### src/rtl/tap_smooth_fifo.sv
// ---------------------------------------------------------------------------
// tap_smooth_fifo
//
// Purpose:
//   Consumer for a 3-tap delay line. Each time the delay line advances, the
//   current tap window is smoothed with a rounded 1-2-1 kernel:
//     result = (tap0 + 2*tap1 + tap2 + 2) >> 2
//   The smoothing runs in a 2-stage pipeline. Results are buffered in a
//   small FIFO that drains through a valid/ready handshake.
//   The first two beats after reset are dropped because the delay line
//   still holds reset zeros in part of the window.
//
// Ports:
//   clk        rising-edge clock
//   rst        synchronous active-high reset; clears all state
//   tap0       newest sample (first delay stage)
//   tap1       middle sample (second delay stage)
//   tap2       oldest sample (third delay stage)
//   in_valid   one-cycle strobe; the taps hold a new window this cycle
//   out_data   result at the head of the FIFO
//   out_valid  FIFO is non-empty
//   out_ready  consumer accepts out_data when out_valid && out_ready
//   count      FIFO occupancy, 0..DEPTH
//   overflow   sticky; a result was dropped because the FIFO was full
// ---------------------------------------------------------------------------
module tap_smooth_fifo #(
  parameter int DW    = 8,
  parameter int DEPTH = 4,
  parameter int AW    = 2
) (
  input  logic          clk,
  input  logic          rst,
  input  logic [DW-1:0] tap0,
  input  logic [DW-1:0] tap1,
  input  logic [DW-1:0] tap2,
  input  logic          in_valid,
  output logic [DW-1:0] out_data,
  output logic          out_valid,
  input  logic          out_ready,
  output logic [AW:0]   count,
  output logic          overflow
);

  typedef logic [AW-1:0] ptr_t;
  typedef logic [AW:0]   cnt_t;
  typedef logic [DW+1:0] sum_t;

  typedef enum logic [1:0] {
    FILL0 = 2'd0,
    FILL1 = 2'd1,
    RUN   = 2'd2
  } warm_state_t;

  localparam cnt_t FULL_COUNT = cnt_t'(DEPTH);

  warm_state_t state;
  warm_state_t state_next;

  logic          accept;
  logic          s1_valid;
  sum_t          s1_sum;
  sum_t          sum_next;
  sum_t          rounded;
  logic          s2_valid;
  logic [DW-1:0] s2_result;

  logic [DW-1:0] mem [DEPTH];
  ptr_t          wr_ptr;
  ptr_t          rd_ptr;
  logic          full;
  logic          push;
  logic          pop;
  logic          wr_en;

  // Warm-up state register. Counts the first two delay-line advances so
  // windows that still contain reset zeros are never smoothed.
  always_ff @(posedge clk) begin
    if (rst) begin
      state <= FILL0;
    end else begin
      state <= state_next;
    end
  end

  // Warm-up next-state logic. RUN is terminal until the next reset.
  always_comb begin
    state_next = state;
    accept     = 1'b0;
    case (state)
      FILL0: if (in_valid) state_next = FILL1;
      FILL1: if (in_valid) state_next = RUN;
      RUN:   accept = in_valid;
      default: state_next = FILL0;
    endcase
  end

  // The weighted sum fits in DW+2 bits (4*255 = 1020), and adding the
  // rounding constant 2 still fits (1022), so nothing saturates.
  always_comb begin
    sum_next = {2'b00, tap0} + {1'b0, tap1, 1'b0} + {2'b00, tap2};
    rounded  = s1_sum + sum_t'(2);
  end

  // Stage 1 registers the raw sum; stage 2 registers the rounded result.
  always_ff @(posedge clk) begin
    if (rst) begin
      s1_valid  <= 1'b0;
      s1_sum    <= '0;
      s2_valid  <= 1'b0;
      s2_result <= '0;
    end else begin
      s1_valid  <= accept;
      s1_sum    <= sum_next;
      s2_valid  <= s1_valid;
      s2_result <= rounded[DW+1:2];
    end
  end

  // A push into a full FIFO is still honoured when a pop frees the head
  // slot on the same edge; only a push into a full FIFO with no pop drops.
  always_comb begin
    full  = (count == FULL_COUNT);
    push  = s2_valid;
    pop   = out_valid && out_ready;
    wr_en = push && (!full || pop);
  end

  // FIFO storage and pointers. Storage is cleared on reset so out_data
  // reads back zero until the first result is written.
  always_ff @(posedge clk) begin
    if (rst) begin
      for (int i = 0; i < DEPTH; i++) begin
        mem[i] <= '0;
      end
      wr_ptr <= '0;
      rd_ptr <= '0;
    end else begin
      if (wr_en) begin
        mem[wr_ptr] <= s2_result;
        wr_ptr      <= wr_ptr + ptr_t'(1);
      end
      if (pop) begin
        rd_ptr <= rd_ptr + ptr_t'(1);
      end
    end
  end

  // Occupancy and sticky overflow flag.
  always_ff @(posedge clk) begin
    if (rst) begin
      count    <= '0;
      overflow <= 1'b0;
    end else begin
      case ({wr_en, pop})
        2'b10:   count <= count + cnt_t'(1);
        2'b01:   count <= count - cnt_t'(1);
        default: count <= count;
      endcase
      if (push && full && !pop) begin
        overflow <= 1'b1;
      end
    end
  end

  // The head entry comes straight from registered storage, so a push
  // never reaches out_data in the same cycle.
  always_comb begin
    out_valid = (count != '0);
    out_data  = mem[rd_ptr];
  end

endmodule
### config.mk
export PLATFORM = sky130hd
export DESIGN_NAME = tap_smooth_fifo
export DESIGN_NICKNAME = d
export VERILOG_FILES = /design/src/rtl/tap_smooth_fifo.sv
export SDC_FILE = /design/constraint.sdc
export NUM_CORES = 1
export LEC_CHECK = 0
export BUFFER_PORTS_ARGS = -buffer_cell sky130_fd_sc_hd__buf_2
export CAP_MARGIN = 0
export CORE_ASPECT_RATIO = 0.75
export CORE_MARGIN = 1
export CORE_UTILIZATION = 51
export DETAILED_ROUTE_END_ITERATION = 6
export PLACE_DENSITY = 0.75
export SLEW_MARGIN = 25
export SYNTH_ARGS = -nofsm -noshare
export SYNTH_HDL_FRONTEND = slang
export SYNTH_SLANG_ARGS = --single-unit
### constraint.sdc
create_clock -name clk -period 2.23 [get_ports clk]
set_input_delay 0.223 -clock clk [delete_from_list [all_inputs] [get_ports clk]]
set_output_delay 0.223 -clock clk [all_outputs]
set_load 0.01 [all_outputs]
## Word level (Yosys, flattened, before mapping)

Memories as Yosys holds them, arrays and structs flattened. A register that Yosys moved wholly into a read port is not among the register bits.
Index checks and enable logic that the tools add are counted.

- Shifts and indexed selects: 0
- Div/mod/pow operators: 0
- Equal/unequal tests: 7
- Order comparisons: 0
- Add/sub/neg operators: 7
- $mul: 0
- Muxes and demuxes: 14
- Bitwise gates (word level): 1
- Reduce and logical (&&, ||, !) cells: 13

Operators with widths:

| operator | count |
|---|---|
| $add A10 B2 Y10 const B | 1 |
| $add A10 B8 Y10 | 1 |
| $add A8 B9 Y10 | 1 |
| $mux W2 | 5 |
| $mux W8 | 1 |
| $reduce_or A8 Y1 | 1 |
| $mux W1 | 6 |
| $pmux W2 S3 | 1 |
| $pmux W3 S2 | 1 |
| $add A2 B1 Y2 const B | 2 |
| $eq A2 B1 Y1 const B | 2 |
| $eq A2 B2 Y1 const B | 2 |
| $logic_and A1 B1 Y1 | 4 |
| $ne A2 B2 Y1 const B | 2 |
| $add A3 B1 Y3 const B | 1 |
| $eq A3 B3 Y1 const B | 1 |
| $reduce_and A3 Y1 | 1 |
| $reduce_bool A3 Y1 | 1 |
| $sub A3 B1 Y3 const B | 1 |
| $logic_not A1 Y1 | 2 |
| $logic_not A2 Y1 | 1 |
| $reduce_bool A2 Y1 | 1 |
| $reduce_or A2 Y1 | 1 |
| $logic_or A1 B1 Y1 | 1 |
| $not A1 Y1 | 1 |

- RAM bits: 32
- Input port bits: 28
- Latch bits: 0
- Word-level logic and storage cells: 52
- Memory bits (read-only): 0
- Output and inout bits: 13
- Register bits after elaboration: 30
- Memories kept: 1

Memories:

| memory | depth | width | rd ports | clocked after Yosys merged registers in | write ports | line | source |
|---|---|---|---|---|---|---|---|
| mem | 4 | 8 | 1 | 1 | 4 | 67 | `logic [DW-1:0] mem [DEPTH];` |

## Depth between registers and ports, before layout

Gate-level depths: netlist of run 1.

- Word-level depth: 9
- Mapped depth: 8
- Depth with buffers taken out: 8

## Worst setup path before layout of run 1

Ideal clock, no wire load.

- Path kind: register -> register
- Start: reg count[0]
- End: reg count[2]
- Setup slack: -0.086 ns
- Period minus slack after synthesis: 2.316 ns
- Data required time: 2.159 ns
- Path buffers: 0
- Library setup time: 0.071 ns
- Cell stages (with the launch flop): 9
- Arrival time: 2.246 ns
- Cell sequence: dfxtp_1 or4b_4 nand2_4 ha_1 inv_1 fa_1 xor2_1 or3_1 a21oi_1

- Word-level cells in the longest chain between the ends: 6
- Elaborated cells on any way between the ends: 12
- Classes of those cells: add/sub (2); eq/ne (3); mux (1); reduce/logical (6)

Ends and longest elaborated chain:

| item | line | source |
|---|---|---|
| start, declared | 40 | `output logic [AW:0] count,` |
| start signal, assigned | 155 | `2'b10: count <= count + cnt_t'(1);` |
| start signal, assigned | 156 | `2'b01: count <= count - cnt_t'(1);` |
| start signal, assigned | 157 | `default: count <= count;` |
| $eq A3 B3 Y1 or $reduce_bool A3 Y1 (tied branches) | 122, 168 |  |
| $logic_not A1 Y1 or $logic_and A1 B1 Y1 (tied branches) | 125, 124 |  |
| $logic_or A1 B1 Y1 | 125 | `wr_en = push && (!full \|\| pop);` |
| $logic_and A1 B1 Y1 | 125 |  |
| $eq A2 B1 Y1 or $eq A2 B2 Y1 (tied branches) | 154 | `case ({wr_en, pop})` |
| $pmux W3 S2 or $reduce_bool A2 Y1 (tied branches) | -- |  |

Parallel ways exist; a longest one is shown, timed or not.
A chain may end at the register's enable or synchronous reset.

## Final worst setup path of run 1

Ends and elaborated chain as after synthesis.

==> results.yml, run 1 <==
status:
  status: "finished, final reports clean"
setup_path:
  rr_worst_depth: 8
  cp_max_fo: 2
  cp.required_ps: 2480
  critical-path-max-stage-delay_ps: 550
  worstPathCellList: "or4b_4, nand2_8, ha_4, inv_1, fa_2, xor2_1, or3_1, a21oi_1"
  regToRegEndpoint: "count[2]"
  cp-start-kind: "register"
  worst_setup_path_end_kind: "register"
  path_class: "reg -> reg"
  r2r_start: "count[0]"
  worst-r2r-setup-slack_ps: 110
  cpMaxStageDelayCell: "or4b_4"
  cp.arrival_ps: 2370
routing:
  via_per_inst: 5.02
  drt-total-wl_um: 5020
  route.detailed.drc: 0
  drt_first_pass_iters: 4
  wire_per_inst_um: 13.1
  via_count: 1923
  drtAntennaViolNets: 0
  initialDrtViolationCount: 85
sta:
  fin_crit_ps: 2120
  drv_slew: 0
  setup_viol_count_final: 0
  finalClockSkew_ps: 3.39
  slew-limit-headroom_pct: 48.4
  min_period_over_period_pct: 95.1
  rsz0062_at_grt: "false"
  hold_ws_ps: 182
  finalHoldViolCount: 0
  fmaxAchievable_mhz: 471
  worst_pin_slew_ps: 768
clock_tree:
  numClockSinks: 63
  clockBufferDepth: 2
  clk_latency_ps: 330
  htreeDepth: 3
  cts_tree: "yes"
  clk_pin_slew_ps: 60
  cts_hold_buf: 0
  numCtsBuffers: 9
  cts-root-buf: "clkbuf_8"
final_layout:
  nFillCells: 434
  antenna_cells: 0
  drive_above_1_share_pct: 26.6
  final_area_um2: 3560
  syn2layout_area_growth_pct: 18.6
  nets: 350
  finalNonFillerCells: 383
hold_path:
  min_to: "s1_valid"
  min_from: "in_valid"
  hp-class: "in -> reg"
  min_path_cells: 2
synth:
  synthCells: 246
  yosys-top-cells-area: "edfxtp_1 (32%), dfxtp_1 (21%), and2_1 (6.9%)"
  synth_edf_count: 32
  synth_area_per_cell_um2: 12.2
  synth_nets: 293
  synth_seq_area_share_pct: 52.7
  synthDistinctLibCells: 39
  syn_area_um2: 3000
  synthArstFlopShare_pct: 0
  synth_warnings: 0
  yosysMostFrequentCell: "and2_1"
  synth_flop_cell: "edfxtp_1"
  synth.cells.most_frequent: "and2_1 (33), edfxtp_1 (32), dfxtp_1 (31)"
  synth-seq-cells: 63
  synth_top_area_share_pct: 32.0
  yosys.area.top_type: "edfxtp_1"
placed_design:
  gp_congestion: 0.836
  dp_hpwl_um: 3770
  dp_cells: 365
  io_buffers: 40
  dpl-instance-area_um2: 3370
floorplanning:
  initial_core_util_pct: 54.6
  core_area_um2: 5500
  rows: 23
  dieArea_um2: 6200
  num_io_pins: 41
  die_w_um: 90.6
  die_y_um: 68.4
pwr:
  ir_worst_vdd_uv: 323
  power_mw: 2.55
  power_density_nw_per_um2: 716
  leakagePower_nw: 1.40
global_route:
  antenna_found_initial: 0
  track_usage_pct: 18.5
  grt_first_pass_wirelength_um: 8380
  grt_pass1_vias: 1853
  grt_max_degree: 21
  grt-ovfl-total: 0
job:
  maxCapViolations: 0
[report_power, final]
part / internal [mW] / switching [mW]
Clock: 0.462 / 0.378
Combinational: 0.177 / 0.187
Sequential: 1.29 / 0.0508
[placed cells by master, fill, tap and decap left out, types with 3 or more instances in the layout]
master	instances
buf_2	40
and2_1	33
edfxtp_1	32
dfxtp_1	28
nor2_1	19
nor3_1	12
buf_4	12
clkbuf_8	11
inv_1	10
ha_1	9
mux4_2	8
o21ai_0	8
a21oi_1	8
fa_1	8
nand3_1	6
xnor2_1	6
xor2_1	6
nor2b_1	5
nand2_1	5
or3_1	4
o21a_1	4
clkbuf_1	4
o31a_1	3
nand2b_1	3
[repair_timing]
action                     4_1_cts  5_1_grt
setup endpoints to repair        0        1
setup buffers                    0        2
gates resized for setup          0        2
[metrics by stage]
stage / util (%) / setup slack, ps / setup TNS [ps]
after floorplan: - / 31.4 / 0
after global placement: 61.3 / 47.9 / 0
after detailed placement: 61.3 / -6.32 / -6.32
after CTS: 64.4 / 22.3 / 0
after global routing: 64.8 / 31.4 / 0
final: 64.8 / 109 / 0
[metal layers]
| layer | global-route usage, % | share of wire, % | up-vias |
|---|---|---|---|
| met1 | 20.9 | 45 | 882 |
| met5 | 0 | 0 | - |
| met3 | 5.00 | 3.7 | 9 |
| met2 | 33.4 | 50 | 43 |
| li1 | - | - | 989 |
| met4 | 8.47 | 1.7 | 0 |
[sequential cells by signal, indices dropped and copies added, names as in the netlist, named ones only]
| register | count |
|---|---|
| push | 1 |
| overflow | 1 |
| s1_sum | 9 |
| s1_valid | 1 |
| rd_ptr | 2 |
| mem | 32 |
| s2_result | 8 |
| count | 3 |
| state | 2 |
| wr_ptr | 2 |
[worst max-delay path: cells and delay by family, from the launching register on]
family	cells	cell delay, ps
AND/OR/NAND/NOR	3	950
adder cells (fa/ha/maj)	2	460
flip-flops	1	320
XOR/XNOR	1	150
AO/OA/AOI/OAI	1	130
buffers and inverters	1	50
[layout make-up]
cell class	instances	area [um^2]	share of cell area, %
clock inverter	1	3.75	0.105
inverter	10	37.5	1.05
sequential	63	1590	44.6
clock buffer	15	166	4.67
tap	75	93.8	2.64
multi-input combinational	167	1380	38.8
timing repair buffer	52	290	8.15
[how the worst max path moves through the flow]
stage          startpoint       end  slack, ps  cells after the start
2_1_floorplan    count[1]  count[2]         30                      8
3_3_place_gp    out_ready  count[2]         50                      9
3_5_place_dp    out_ready  count[2]         -6                      9
4_1_cts          count[2]  count[2]         20                      8
5_1_grt          count[0]  count[2]         30                      8
6_report         count[0]  count[2]        110                      8
[cells by family after synthesis]
logic type | count (synthesis) | share of synthesized area (%)
muxes | 8 | 6.00
buffers and inverters | 16 | 2.09
and+or+nand+nor | 97 | 18.9
AOI/OAI and AO/OA | 31 | 6.59
DFF | 63 | 52.7
xor gates and xnor gates | 12 | 3.50
adders and majority gates | 19 | 10.2
No activity file was read; power rests on OpenSTA's default activity.
==> run 2: changes to the inputs <==
--- a/config.mk
+++ b/config.mk
@@ -7,7 +7,7 @@
 export LEC_CHECK = 0
 export BUFFER_PORTS_ARGS = -buffer_cell sky130_fd_sc_hd__buf_2
 export CAP_MARGIN = 0
-export CORE_ASPECT_RATIO = 0.75
+export CORE_ASPECT_RATIO = 1.5
 export CORE_MARGIN = 1
 export CORE_UTILIZATION = 51
 export DETAILED_ROUTE_END_ITERATION = 6
==> results.yml, run 2 (synthesis gave the netlist of run 1 again) <==
hold_path:
  hp-class: "in -> reg"
  min_path_cells: 2
  min_from: "in_valid"
  min_to: "s1_valid"
floorplanning:
  num_io_pins: 41
  rows: 33
  initial_core_util_pct: 53.8
  die_y_um: 95.9
  dieArea_um2: 6200
  die_w_um: 64.6
  core_area_um2: 5570
setup_path:
  regToRegEndpoint: "count[2]"
  worst_setup_path_end_kind: "register"
  cp-start-kind: "register"
  rr_worst_depth: 8
  r2r_start: "count[1]"
  cp.required_ps: 2490
  worst-r2r-setup-slack_ps: 80
  path_class: "reg -> reg"
  cp.arrival_ps: 2400
  cp_max_fo: 3
global_route:
  grt_max_degree: 20
  grt-ovfl-total: 0
  grt_first_pass_wirelength_um: 8560
  grt_pass1_vias: 1977
  antenna_found_initial: 0
  track_usage_pct: 18.9
sta:
  fmaxAchievable_mhz: 465
  rsz0062_at_grt: "false"
  min_period_over_period_pct: 96.4
  setup_viol_count_final: 0
  drv_slew: 0
  worst_pin_slew_ps: 693
  finalClockSkew_ps: 8.19
  fin_crit_ps: 2150
  finalHoldViolCount: 0
  slew-limit-headroom_pct: 53.4
clock_tree:
  cts-root-buf: "clkbuf_8"
  cts_hold_buf: 0
  clk_latency_ps: 330
  numClockSinks: 63
  post_cts_resized: 0
  numCtsBuffers: 9
  cts_setup_buffers: 0
  cts_tree: "yes"
  htreeDepth: 3
  clockBufferDepth: 2
  clk_pin_slew_ps: 70
final_layout:
  largest_reg_flops: 32
  syn2layout_area_growth_pct: 18.3
  antenna_cells: 0
  final_common_cell: "buf_2"
  nets: 347
  fin_util_pct: 63.7
  regMostFlops: "mem"
  final_cell_mix: "buf_2 (40), and2_1 (33), edfxtp_1 (32)"
  reg_top3: "mem (32), s1_sum (9), s2_result (8)"
  drive_above_1_share_pct: 27.2
routing:
  drt_first_pass_iters: 4
  initialDrtViolationCount: 102
  via_per_inst: 5.17
  via_count: 1937
  route.detailed.drc: 0
  wire_per_inst_um: 13.4
  drtAntennaViolNets: 0
  drt-total-wl_um: 5010
status:
  status: "finished, final reports clean"
placed_design:
  gp_congestion: 0.763
  dp_hpwl_um: 3840
  io_buffers: 40
pwr:
  power_density_nw_per_um2: 745
  ir_worst_vdd_uv: 409
  power_mw: 2.65
  leakagePower_nw: 1.40
job:
  maxCapViolations: 0
[run 2: cell count changes in the layout (fill, tap and decap cells not counted), sizes merged]
cell,delta
bufinv,+1
clkbuf,-5
clkinv,+3
clkinvlp,+1
buf,-3
[run 2: area by class of cell]
cell class                      count  area (um^2)
Clock buffer                       10          128
Sequential cell                    63         1590
Timing Repair Buffer               49          268
Tap cell                           70         87.6
Fill cell                         472         2020
Inverter                           10         37.5
Multi-Input combinational cell    167         1380
Clock inverter                      6         61.3
[run 2: worst max-delay path, stage by stage, from the launching register on]
cell     delay, ps
dfxtp_2        320
or4b_4         560
nand2_8         90
ha_4           130
inv_1           50
fa_2           320
xor2_1         150
or3_1          310
a21oi_1        140
[run 2: worst max path at each step]
stage	cells past startpoint	startpoint	end
2_1_floorplan	8	count[1]	count[2]
3_3_place_gp	7	tap0[2]	s1_sum[6]
3_5_place_dp	9	tap0[1]	s1_sum[9]
4_1_cts	8	count[2]	count[2]
5_1_grt	8	count[2]	count[2]
6_report	8	count[1]	count[2]
[run 2: per-layer routing]
metal	wire length, um	up-vias	GRT usage, %
met5	0	-	0
met2	2860	38	37.0
met4	51	0	9.44
met1	1970	910	18.5
met3	134	4	3.55
li1	-	985	-
[run 2: report_power, final]
| group | internal, mW | switching (mW) | leakage, nW |
|---|---|---|---|
| clock network | 0.512 | 0.426 | 0.0960 |
| logic | 0.176 | 0.187 | 0.717 |
| registers | 1.29 | 0.0527 | 0.587 |
| total | 1.98 | 0.666 | 1.40 |
[run 2: per-stage QoR]
stage | worst slack, ps | hold slack (ps) | instances | setup TNS [ps] | cell area, um^2
CTS | 28.7 | 175 | 375 | 0 | 3540
global route | 17.4 | 184 | 375 | 0 | 3550
detailed placement | -27.7 | 430 | 359 | -66.9 | 3360
global placement | 19.2 | 422 | 359 | 0 | 3360
floorplan | 31.4 | 385 | 246 | 0 | 3030
finish | 81.1 | 190 | 375 | 0 | 3550
